<file path="src/rtl/mcmem_pkg.sv">
// Shared encodings and helpers for the multicycle CPU memory initiator.
package mcmem_pkg;

  localparam logic [1:0] SZ_BYTE = 2'd0;
  localparam logic [1:0] SZ_HALF = 2'd1;
  localparam logic [1:0] SZ_WORD = 2'd2;

  localparam logic [2:0] IDLE   = 3'd0;
  localparam logic [2:0] RD     = 3'd1;
  localparam logic [2:0] RMW_RD = 3'd2;
  localparam logic [2:0] WR     = 3'd3;
  localparam logic [2:0] RSP    = 3'd4;

  localparam int unsigned RD_LAT_DEFAULT = 2;

  // Size code 3 behaves as a word access.
  function automatic logic [1:0] norm_size(input logic [1:0] size);
    return (size == 2'd3) ? SZ_WORD : size;
  endfunction

  function automatic logic misaligned(input logic [1:0] size, input logic [1:0] addr_lo);
    logic mis;
    mis = 1'b0;
    case (size)
      SZ_HALF: mis = addr_lo[0];
      SZ_WORD: mis = (addr_lo != 2'b00);
      default: mis = 1'b0;
    endcase
    return mis;
  endfunction

endpackage

</file>
<file path="src/rtl/mcmem_lane.sv">
// Little-endian lane extraction for loads and lane merge for sub-word stores.
module mcmem_lane
  import mcmem_pkg::*;
(
  input  logic [31:0] word_i,
  input  logic [31:0] wdata_i,
  input  logic [1:0]  addr_lo_i,
  input  logic [1:0]  size_i,
  input  logic        signed_i,
  output logic [31:0] rdata_o,
  output logic [31:0] merged_o
);

  logic [7:0]  byte_sel;
  logic [15:0] half_sel;

  always_comb begin
    unique case (addr_lo_i)
      2'd0: byte_sel = word_i[7:0];
      2'd1: byte_sel = word_i[15:8];
      2'd2: byte_sel = word_i[23:16];
      2'd3: byte_sel = word_i[31:24];
    endcase
    half_sel = addr_lo_i[1] ? word_i[31:16] : word_i[15:0];

    case (size_i)
      SZ_BYTE: rdata_o = {{24{signed_i & byte_sel[7]}}, byte_sel};
      SZ_HALF: rdata_o = {{16{signed_i & half_sel[15]}}, half_sel};
      default: rdata_o = word_i;
    endcase
  end

  always_comb begin
    merged_o = word_i;
    case (size_i)
      SZ_BYTE: begin
        unique case (addr_lo_i)
          2'd0: merged_o[7:0]   = wdata_i[7:0];
          2'd1: merged_o[15:8]  = wdata_i[7:0];
          2'd2: merged_o[23:16] = wdata_i[7:0];
          2'd3: merged_o[31:24] = wdata_i[7:0];
        endcase
      end
      SZ_HALF: begin
        if (addr_lo_i[1]) merged_o[31:16] = wdata_i[15:0];
        else              merged_o[15:0]  = wdata_i[15:0];
      end
      default: merged_o = wdata_i;
    endcase
  end

endmodule

</file>
<file path="src/rtl/mcmem_master.sv">
// Single-outstanding load/store initiator for a synchronous RAM with registered in/out,
// including sub-word extraction and read-modify-write for sub-word stores.
module mcmem_master
  import mcmem_pkg::*;
#(
  parameter int unsigned RD_LAT = RD_LAT_DEFAULT,
  parameter int unsigned AW     = 32
) (
  input  logic          clk,
  input  logic          clrn,
  input  logic          req_valid,
  output logic          req_ready,
  input  logic          req_we,
  input  logic [1:0]    req_size,
  input  logic          req_signed,
  input  logic [AW-1:0] req_addr,
  input  logic [31:0]   req_wdata,
  output logic          rsp_valid,
  output logic [31:0]   rsp_rdata,
  output logic          rsp_err,
  output logic [AW-1:0] mem_addr,
  output logic [31:0]   mem_datain,
  output logic          mem_we,
  input  logic [31:0]   mem_dataout
);

  localparam int unsigned CntW = $clog2(RD_LAT + 1);

  logic [2:0]      state_q, state_d;
  logic [CntW-1:0] cnt_q, cnt_d;
  logic [1:0]      addr_lo_q, addr_lo_d;
  logic [1:0]      size_q, size_d;
  logic            signed_q, signed_d;
  logic [31:0]     wdata_q, wdata_d;
  logic [AW-1:0]   mem_addr_q, mem_addr_d;
  logic [31:0]     mem_datain_q, mem_datain_d;
  logic            mem_we_q, mem_we_d;
  logic            rsp_valid_q, rsp_valid_d;
  logic [31:0]     rsp_rdata_q, rsp_rdata_d;
  logic            rsp_err_q, rsp_err_d;

  logic [1:0]      req_size_n;
  logic [31:0]     lane_rdata;
  logic [31:0]     lane_merged;

  assign req_size_n = norm_size(req_size);

  mcmem_lane u_lane (
    .word_i    (mem_dataout),
    .wdata_i   (wdata_q),
    .addr_lo_i (addr_lo_q),
    .size_i    (size_q),
    .signed_i  (signed_q),
    .rdata_o   (lane_rdata),
    .merged_o  (lane_merged)
  );

  always_comb begin
    state_d      = state_q;
    cnt_d        = cnt_q;
    addr_lo_d    = addr_lo_q;
    size_d       = size_q;
    signed_d     = signed_q;
    wdata_d      = wdata_q;
    mem_addr_d   = mem_addr_q;
    mem_datain_d = mem_datain_q;
    mem_we_d     = 1'b0;
    rsp_valid_d  = 1'b0;
    rsp_rdata_d  = rsp_rdata_q;
    rsp_err_d    = 1'b0;

    case (state_q)
      IDLE: begin
        if (req_valid) begin
          addr_lo_d = req_addr[1:0];
          size_d    = req_size_n;
          signed_d  = req_signed;
          wdata_d   = req_wdata;
          cnt_d     = '0;
          if (misaligned(req_size_n, req_addr[1:0])) begin
            state_d     = RSP;
            rsp_valid_d = 1'b1;
            rsp_err_d   = 1'b1;
            rsp_rdata_d = '0;
          end else begin
            mem_addr_d = {req_addr[AW-1:2], 2'b00};
            if (req_we && req_size_n == SZ_WORD) begin
              state_d      = WR;
              mem_datain_d = req_wdata;
              mem_we_d     = 1'b1;
            end else if (req_we) begin
              state_d = RMW_RD;
            end else begin
              state_d = RD;
            end
          end
        end
      end
      RD, RMW_RD: begin
        // mem_dataout is valid once RD_LAT edges have passed since the address was presented.
        if (cnt_q == CntW'(RD_LAT)) begin
          if (state_q == RD) begin
            state_d     = RSP;
            rsp_valid_d = 1'b1;
            rsp_rdata_d = lane_rdata;
          end else begin
            state_d      = WR;
            mem_datain_d = lane_merged;
            mem_we_d     = 1'b1;
          end
        end else begin
          cnt_d = cnt_q + CntW'(1);
        end
      end
      WR: begin
        state_d     = RSP;
        rsp_valid_d = 1'b1;
        rsp_rdata_d = '0;
      end
      RSP: begin
        state_d = IDLE;
      end
      default: begin
        state_d = IDLE;
      end
    endcase
  end

  always_ff @(posedge clk) begin
    if (!clrn) begin
      state_q      <= IDLE;
      cnt_q        <= '0;
      addr_lo_q    <= '0;
      size_q       <= SZ_BYTE;
      signed_q     <= 1'b0;
      wdata_q      <= '0;
      mem_addr_q   <= '0;
      mem_datain_q <= '0;
      mem_we_q     <= 1'b0;
      rsp_valid_q  <= 1'b0;
      rsp_rdata_q  <= '0;
      rsp_err_q    <= 1'b0;
    end else begin
      state_q      <= state_d;
      cnt_q        <= cnt_d;
      addr_lo_q    <= addr_lo_d;
      size_q       <= size_d;
      signed_q     <= signed_d;
      wdata_q      <= wdata_d;
      mem_addr_q   <= mem_addr_d;
      mem_datain_q <= mem_datain_d;
      mem_we_q     <= mem_we_d;
      rsp_valid_q  <= rsp_valid_d;
      rsp_rdata_q  <= rsp_rdata_d;
      rsp_err_q    <= rsp_err_d;
    end
  end

  assign req_ready  = (state_q == IDLE);
  assign rsp_valid  = rsp_valid_q;
  assign rsp_rdata  = rsp_rdata_q;
  assign rsp_err    = rsp_err_q;
  assign mem_addr   = mem_addr_q;
  assign mem_datain = mem_datain_q;
  assign mem_we     = mem_we_q;

endmodule

</file>
<file path="config.mk">
export PLATFORM = sky130hd
export DESIGN_NAME = mcmem_master
export DESIGN_NICKNAME = d
export VERILOG_FILES = /design/src/rtl/mcmem_pkg.sv /design/src/rtl/mcmem_lane.sv /design/src/rtl/mcmem_master.sv
export SDC_FILE = /design/constraint.sdc
export NUM_CORES = 1
export LEC_CHECK = 0
export CORE_MARGIN = 2
export CORE_UTILIZATION = 25
export DETAILED_ROUTE_END_ITERATION = 8
export GPL_TIMING_DRIVEN = 1
export PLACE_DENSITY = 0.54
export SYNTH_ARGS = -nofsm -noshare
export SYNTH_HDL_FRONTEND = slang
export SYNTH_SLANG_ARGS = --single-unit
export TNS_END_PERCENT = 30
</file>
<file path="constraint.sdc">
create_clock -name clk -period 1.8 [get_ports clk]
set_input_delay 0.36 -clock clk [delete_from_list [all_inputs] [get_ports clk]]
set_output_delay 0.36 -clock clk [all_outputs]
set_load 0.01 [all_outputs]
</file>
==> results_dict.tcl, run 1 <==
set metrics [dict create \
    htreeDepth 4 \
    n_antenna_cell 0 \
    intPower_uw 6089 \
    clock_power_share_pct 41.5 \
    min_from "rsp_rdata[2]$_SDFFE_PN0P_" \
    nFillCells 2628 \
    cts_tree "done" \
    fp.dieH_um 163.6 \
    fp.dieW_um 163.6 \
    critPathArrivalTime_ns 2.03 \
    synth_top_area_share_pct 43.69 \
    clockRootBuffer "clkbuf_16" \
    whs_path_depth 2 \
    cp_cell_sequence "buf_4, nand2_1, mux2i_1, a21oi_1, a211oi_1, o21ai_1" \
    top_usage_layer "met2" \
    combPwrFrac_pct 19.4 \
    swShare_pct 28.27 \
    max_freq_mhz 581.8 \
    dpl.cell_count 1334 \
    fin_setup_tns_ns 0 \
    antenna_found_initial 1 \
    ff2ff_path_depth 6 \
    worst_slew_pin_slew_ns 0.6645 \
    finalSetupViolCount 0 \
    post-place-ws_ns -0.3271 \
    clkTransAtPathRegs_ns 0.06 \
    synthArstFlopShare_pct 0 \
    ys.flop_type "dfxtp_1" \
    syn_area_per_cell_um2 7.901 \
    grt_pass1_vias 6243 \
    final_util_pct 38.75 \
    power_leakage_uw 0.003657 \
    crit_type "reg -> reg" \
    finalCriticalPeriod_ns 1.719 \
    vias_per_cell 4.699 \
    worst_hold_path_type "reg -> reg" \
    maxSlewViolCount 0 \
    clockBufferDepth 2 \
    yosysTopAreaCell "dfxtp_1" \
    yosysWarnings 0 \
    core-area_mm2 0.02511 \
    gp_congestion 0.7922 \
    ant_nets 0 \
    fin_ws_ns 0.08105 \
    cts_made_buffers 17 \
    finClkSkew_ns 0.01268 \
    synth_seq_cells 139 \
    ios 203 \
    powerDensity_mw_per_mm2 872.5 \
    initial_core_util_pct 25.36 \
    rsz0062_at_grt "true" \
    drtIter0Drc 452 \
    wire_per_inst_um 16.83 \
    crit_slowest_cell "nand2_1" \
    drc 0 \
    use_met1_pct 22.52 \
    gr-usage-all-layers_pct 17.00 \
    relSlewSlack_pct 55.65 \
    syn_inst 806 \
    dieArea_mm2 0.02677 \
    ff2ff_setup_slack_ns 0.08 \
    holdBufCountCts 0 \
    drive_gt1_share_pct 13.86 \
    met2_usage_pct 26.47 \
    cap_viol_max_count 0 \
    overflow 0 \
    port_buffers 200 \
    slowest_delay_ns 0.37 \
    area_growth_pct 52.77 \
    ys_top_cells_by_area "dfxtp_1 44%, nand2_1 12%, a21oi_1 10%" \
    timing.rr.start "addr_lo_q[1]$_SDFFE_PN0P_" \
    p_seq_share_pct 39.1 \
    grt_pass1_wl_mm 35.25 \
    num_vias 6433 \
    cp.required_ns 2.11 \
    grtUsageMet3_pct 5.307 \
    dr.pass1.iters 5 \
    finalNonFillerCells 1369 \
    synth_cell_types 43 \
    yosysSeqAreaShare_pct 43.69 \
    synth_edf_count 0 \
    peakVddDrop_mv 0.4489 \
    hold_viol 0 \
    outcome "complete, no violations" \
    num_rows 58 \
    worstSkewPairLatency_ns 0.43 \
    final_nets 1130 \
    whs_endpoint "rsp_rdata[2]$_SDFFE_PN0P_" \
    r2r_end "mem_datain[30]$_SDFFE_PN0P_" \
    cts.sinks 139 \
    cp-start-kind "flop" \
    routed_wl_mm 23.04 \
    endpoint_kind "flop" \
    syn-cell-area_mm2 0.006369 \
    dp_hpwl_mm 16.87 \
    timing.final.crit_share_pct 95.50 \
    switching_power_uw 2400 \
    holdWs_ns 0.4353 \
    grt_max_degree 33 \
    crit_fanout 8 \
]
==> sequential cells by signal (all words and copies together) (netlist names), 2 cells and up <==
name and cells:
mem_datain 32, rsp_rdata 32, wdata_q 32, mem_addr 30
state_q 3, addr_lo_q 2, cnt_q 2, size_q 2
==> synthesized netlist by cell type, types with 2 or more instances <==
cell / instances
a221o_1: 8
o21ai_0: 69
a211oi_1: 8
nor2_1: 24
buf_2: 21
inv_1: 14
dfxtp_1: 139
clkbuf_1: 36
a311oi_1: 8
nor3_2: 2
buf_6: 3
nor3_1: 2
o221ai_1: 7
nand2b_1: 6
mux2i_1: 19
buf_4: 3
a22o_1: 24
nand2_1: 202
buf_1: 4
a21o_1: 8
a21oi_2: 2
a21oi_1: 127
mux2_2: 25
o21ai_1: 17
a31oi_1: 10
==> kinds of logic after synthesis <==
family | Yosys count | synth area share [%]
and+or+nand+nor | 245 | 15.54
other | 1 | 0.05888
adders and majority gates | 1 | 0.1964
buffers and inverters | 82 | 5.795
muxes | 44 | 7.407
AOI/OAI and AO/OA | 294 | 27.31
DFF | 139 | 43.69
==> metrics by stage <==
stage / total power, uW / cell area (um^2)
global route: 8889 / 9729
CTS: 8581 / 9677
global placement: 5005 / 9089
finish: 8489 / 9729
detailed placement: 5008 / 9089
floorplan: 4163 / 6372
==> cell usage in the layout (no fill, tap or decap), types with 3 or more instances in the layout <==
master           instances
nand2_1                201
a21oi_1                125
a22o_1                  24
o221ai_1                 7
nand2b_1                 6
nor2_1                  23
a31oi_1                 10
dfxtp_2                  4
a221o_1                  8
mux2_2                  25
clkbuf_16               17
mux2i_1                 18
inv_6                    3
clkinvlp_4               3
a211oi_1                 8
clkdlybuf4s50_1        199
clkinv_2                 3
a21oi_2                  4
o21ai_1                 17
dfxtp_1                134
a311oi_1                 7
buf_12                  10
o21ai_0                 69
a21o_1                   8
buf_4                   55
inv_1                   13
==> critical path: cells and delay by family, from the launching register on <==
family,cells,cell delay [ns]
buf+inv,1,0.17
mux,1,0.25
flops,1,0.33
simple gates,1,0.37
compound gates,3,0.50
==> power by group through the flow <==
stage / logic [uW] / registers [uW] / clock network [uW]
final: 1650 / 3320 / 3530
after global placement: 1630 / 3380 / 0
after floorplan: 789 / 3370 / 0
after global routing: 1790 / 3330 / 3770
after CTS: 1630 / 3310 / 3630
after detailed placement: 1630 / 3380 / 0
==> per-layer routing <==
metal	wire length (um)	vias to the layer above
met5	11	-
met4	364	2
met3	1806	20
met2	10310	214
met1	10550	2939
li1	-	3258
==> how the worst max path moves through the flow <==
stage	from	end	depth (start not counted)
floorplan	state_q[2]$_SDFFE_PN0P_	mem_datain[16]$_SDFFE_PN0P_	7
global placement	mem_dataout[15]	rsp_rdata[8]$_SDFFE_PN0P_	6
detailed placement	req_valid	mem_addr[17]$_SDFFE_PN0P_	7
CTS	addr_lo_q[1]$_SDFFE_PN0P_	rsp_rdata[8]$_SDFFE_PN0P_	6
global route	size_q[0]$_SDFFE_PN0P_	mem_datain[27]$_SDFFE_PN0P_	6
finish	addr_lo_q[1]$_SDFFE_PN0P_	mem_datain[30]$_SDFFE_PN0P_	6
==> area by class of cell <==
cell class / count / area [um^2] / area share, %
tap: 330 / 412.9 / 4.244
inverter: 14 / 52.55 / 0.5401
sequential: 139 / 2791 / 28.69
clock buffer: 19 / 442.9 / 4.552
multi-input combinational: 586 / 3247 / 33.37
timing repair buffer: 268 / 2641 / 27.15
clock inverter: 13 / 141.4 / 1.453
==> what timing repair did <==
item,4_1_cts,5_1_grt
gates resized for setup,3,12
cloned,0,1
pin swaps,0,2
setup buffers,0,2
setup endpoints to repair,4,70
(Power assumes the default switching activity.)
==> inputs of run 2 (changes only) <==
--- a/config.mk
+++ b/config.mk
@@ -5,11 +5,14 @@
 export SDC_FILE = /design/constraint.sdc
 export NUM_CORES = 1
 export LEC_CHECK = 0
+export CELL_PAD_IN_SITES_DETAIL_PLACEMENT = 1
+export CELL_PAD_IN_SITES_GLOBAL_PLACEMENT = 2
 export CORE_MARGIN = 2
 export CORE_UTILIZATION = 25
+export CTS_CLUSTER_SIZE = 40
 export DETAILED_ROUTE_END_ITERATION = 8
 export GPL_TIMING_DRIVEN = 1
-export PLACE_DENSITY = 0.54
+export PLACE_DENSITY = 0.84
 export SYNTH_ARGS = -nofsm -noshare
 export SYNTH_HDL_FRONTEND = slang
 export SYNTH_SLANG_ARGS = --single-unit
==> results_dict.tcl, run 2 (same netlist as run 1, synthesis figures left out) <==
set metrics [dict create \
    ant_nets 0 \
    hold_viol 0 \
    htreeDepth 4 \
    ff2ff_path_depth 7 \
    startpoint "mem_datain[15]$_SDFFE_PN0P_" \
    fin_ws_ns 0.06780 \
    overflow 0 \
    path_delay_family "buffers and inverters" \
    whs_path_depth 2 \
    mostFrequentLayoutCells "201 x nand2_1, 199 x clkdlybuf4s50_1, 137 x dfxtp_1" \
    outcome "complete, no violations" \
    crit_fanout 2 \
    finClkSkew_ns 0.01062 \
    cp_num_cells 1 \
    maxSlewViolCount 0 \
    num_rows 58 \
    antenna_found_initial 0 \
    crit_slowest_cell "clkdlybuf4s50_1" \
    slowest_delay_ns 0.56 \
    cp_num_buf_inv 1 \
    power_leakage_uw 0.003682 \
    grt_pass1_wl_mm 37.81 \
    core-area_mm2 0.02511 \
    final_nets 1130 \
    dieArea_mm2 0.02677 \
    crit_type "reg -> out" \
    endpoint_kind "primary output" \
    grt_max_degree 57 \
    area_growth_pct 54.11 \
    critPathArrivalTime_ns 1.37 \
    fp.dieW_um 163.6 \
    routed_wl_mm 24.39 \
    finalSetupViolCount 0 \
    vias_per_cell 4.861 \
    finalCriticalPeriod_ns 1.732 \
    dpl_cell_area_mm2 0.009141 \
    cp.required_ns 1.44 \
    fp.dieH_um 163.6 \
    cts.sinks 139 \
    drive_gt1_share_pct 13.76 \
    grt_pass1_vias 6556 \
    cp_cell_sequence "clkdlybuf4s50_1" \
    max_freq_mhz 577.3 \
    post-place-ws_ns -0.2571 \
    layout_commonest_cell "nand2_1" \
    dr.pass1.iters 4 \
    clockBufferDepth 2 \
    ios 203 \
    fin_area_mm2 0.009814 \
    cts_tree "done" \
    dp_hpwl_mm 18.18 \
    port_buffers 200 \
    timing.rr.start "addr_lo_q[1]$_SDFFE_PN0P_" \
    clockRootBuffer "clkbuf_16" \
    gr-usage-all-layers_pct 18.27 \
    initial_core_util_pct 25.36 \
    powerDensity_mw_per_mm2 893.2 \
    clkTransAtPathRegs_ns 0.06 \
    cp-start-kind "flop" \
    wire_per_inst_um 17.82 \
    n_antenna_cell 0 \
    worst_hold_path_type "reg -> reg" \
    holdWs_ns 0.4398 \
    relSlewSlack_pct 54.28 \
    worst_slew_pin_slew_ns 0.6851 \
    gp_congestion 0.8059 \
    drc 0 \
    min_from "rsp_rdata[4]$_SDFFE_PN0P_" \
    timing.final.crit_share_pct 96.23 \
    nFillCells 3010 \
    drtIter0Drc 402 \
    num_vias 6655 \
    worstSkewPairLatency_ns 0.42 \
    holdBufCountCts 0 \
    cap_viol_max_count 0 \
    cts_made_buffers 17 \
    peakVddDrop_mv 0.5329 \
]
==> run 2: changes by cell type in the layout (fill, tap and decap cells not counted), sizes merged <==
cell      delta
bufinv       +2
clkbuf       -1
clkinvlp     -1
clkinv       +1
inv          -1
==> run 2: layer usage <==
layer  global-route usage [%]  vias up  routed length [um]
met5                        0        -                   0
met4                    3.429        0                 165
met3                    5.637       13                1629
met2                    28.88      180               11120
met1                    24.67     3203               11470
li1                         -     3259                   -
==> run 2: timing repair <==
| action | CTS | global route |
|---|---|---|
| pin swaps | 0 | 1 |
| gates cloned | 0 | 0 |
| setup buffers | 0 | 1 |
| gates resized for setup | 2 | 12 |
| setup endpoints to repair | 2 | 26 |
==> run 2: per-stage QoR <==
step | cells | setup TNS (ns) | power (uW) | util [%]
6_report | 1369 | 0 | 8766 | 39.09
5_1_grt | 1369 | -0.0004501 | 9165 | 39.09
4_1_cts | 1368 | 0 | 8846 | 38.91
3_5_place_dp | 1336 | -15.48 | 5054 | 36.41
3_3_place_gp | 1336 | -11.08 | 5033 | 36.41
2_1_floorplan | 807 | 0 | 4163 | -
==> run 2: path summary, 6_finish.rpt <==
path                            slack [ns]                          end
worst max-delay path                  0.07               mem_datain[15]
worst min-delay path                  0.44    rsp_rdata[4]$_SDFFE_PN0P_
worst max register to register        0.07  mem_datain[11]$_SDFFE_PN0P_
worst min register to register        0.44    rsp_rdata[4]$_SDFFE_PN0P_
==> run 2: layout make-up <==
class                           count  area (um^2)  share of cell area, %
Clock inverter                     14        193.9                  1.976
Clock buffer                       18        429.2                  4.373
Inverter                           14        52.55                 0.5354
Sequential cell                   139         2788                  28.40
Timing Repair Buffer              268         2678                  27.28
Tap cell                          330        412.9                  4.207
Multi-Input combinational cell    586         3261                  33.22
==> run 2: power by group <==
| group | switching [uW] | internal [uW] | total [uW] |
|---|---|---|---|
| clock | 1440 | 2330 | 3770 |
| sequential | 111 | 3210 | 3320 |
| combinational | 873 | 807 | 1680 |
| total | 2420 | 6340 | 8770 |
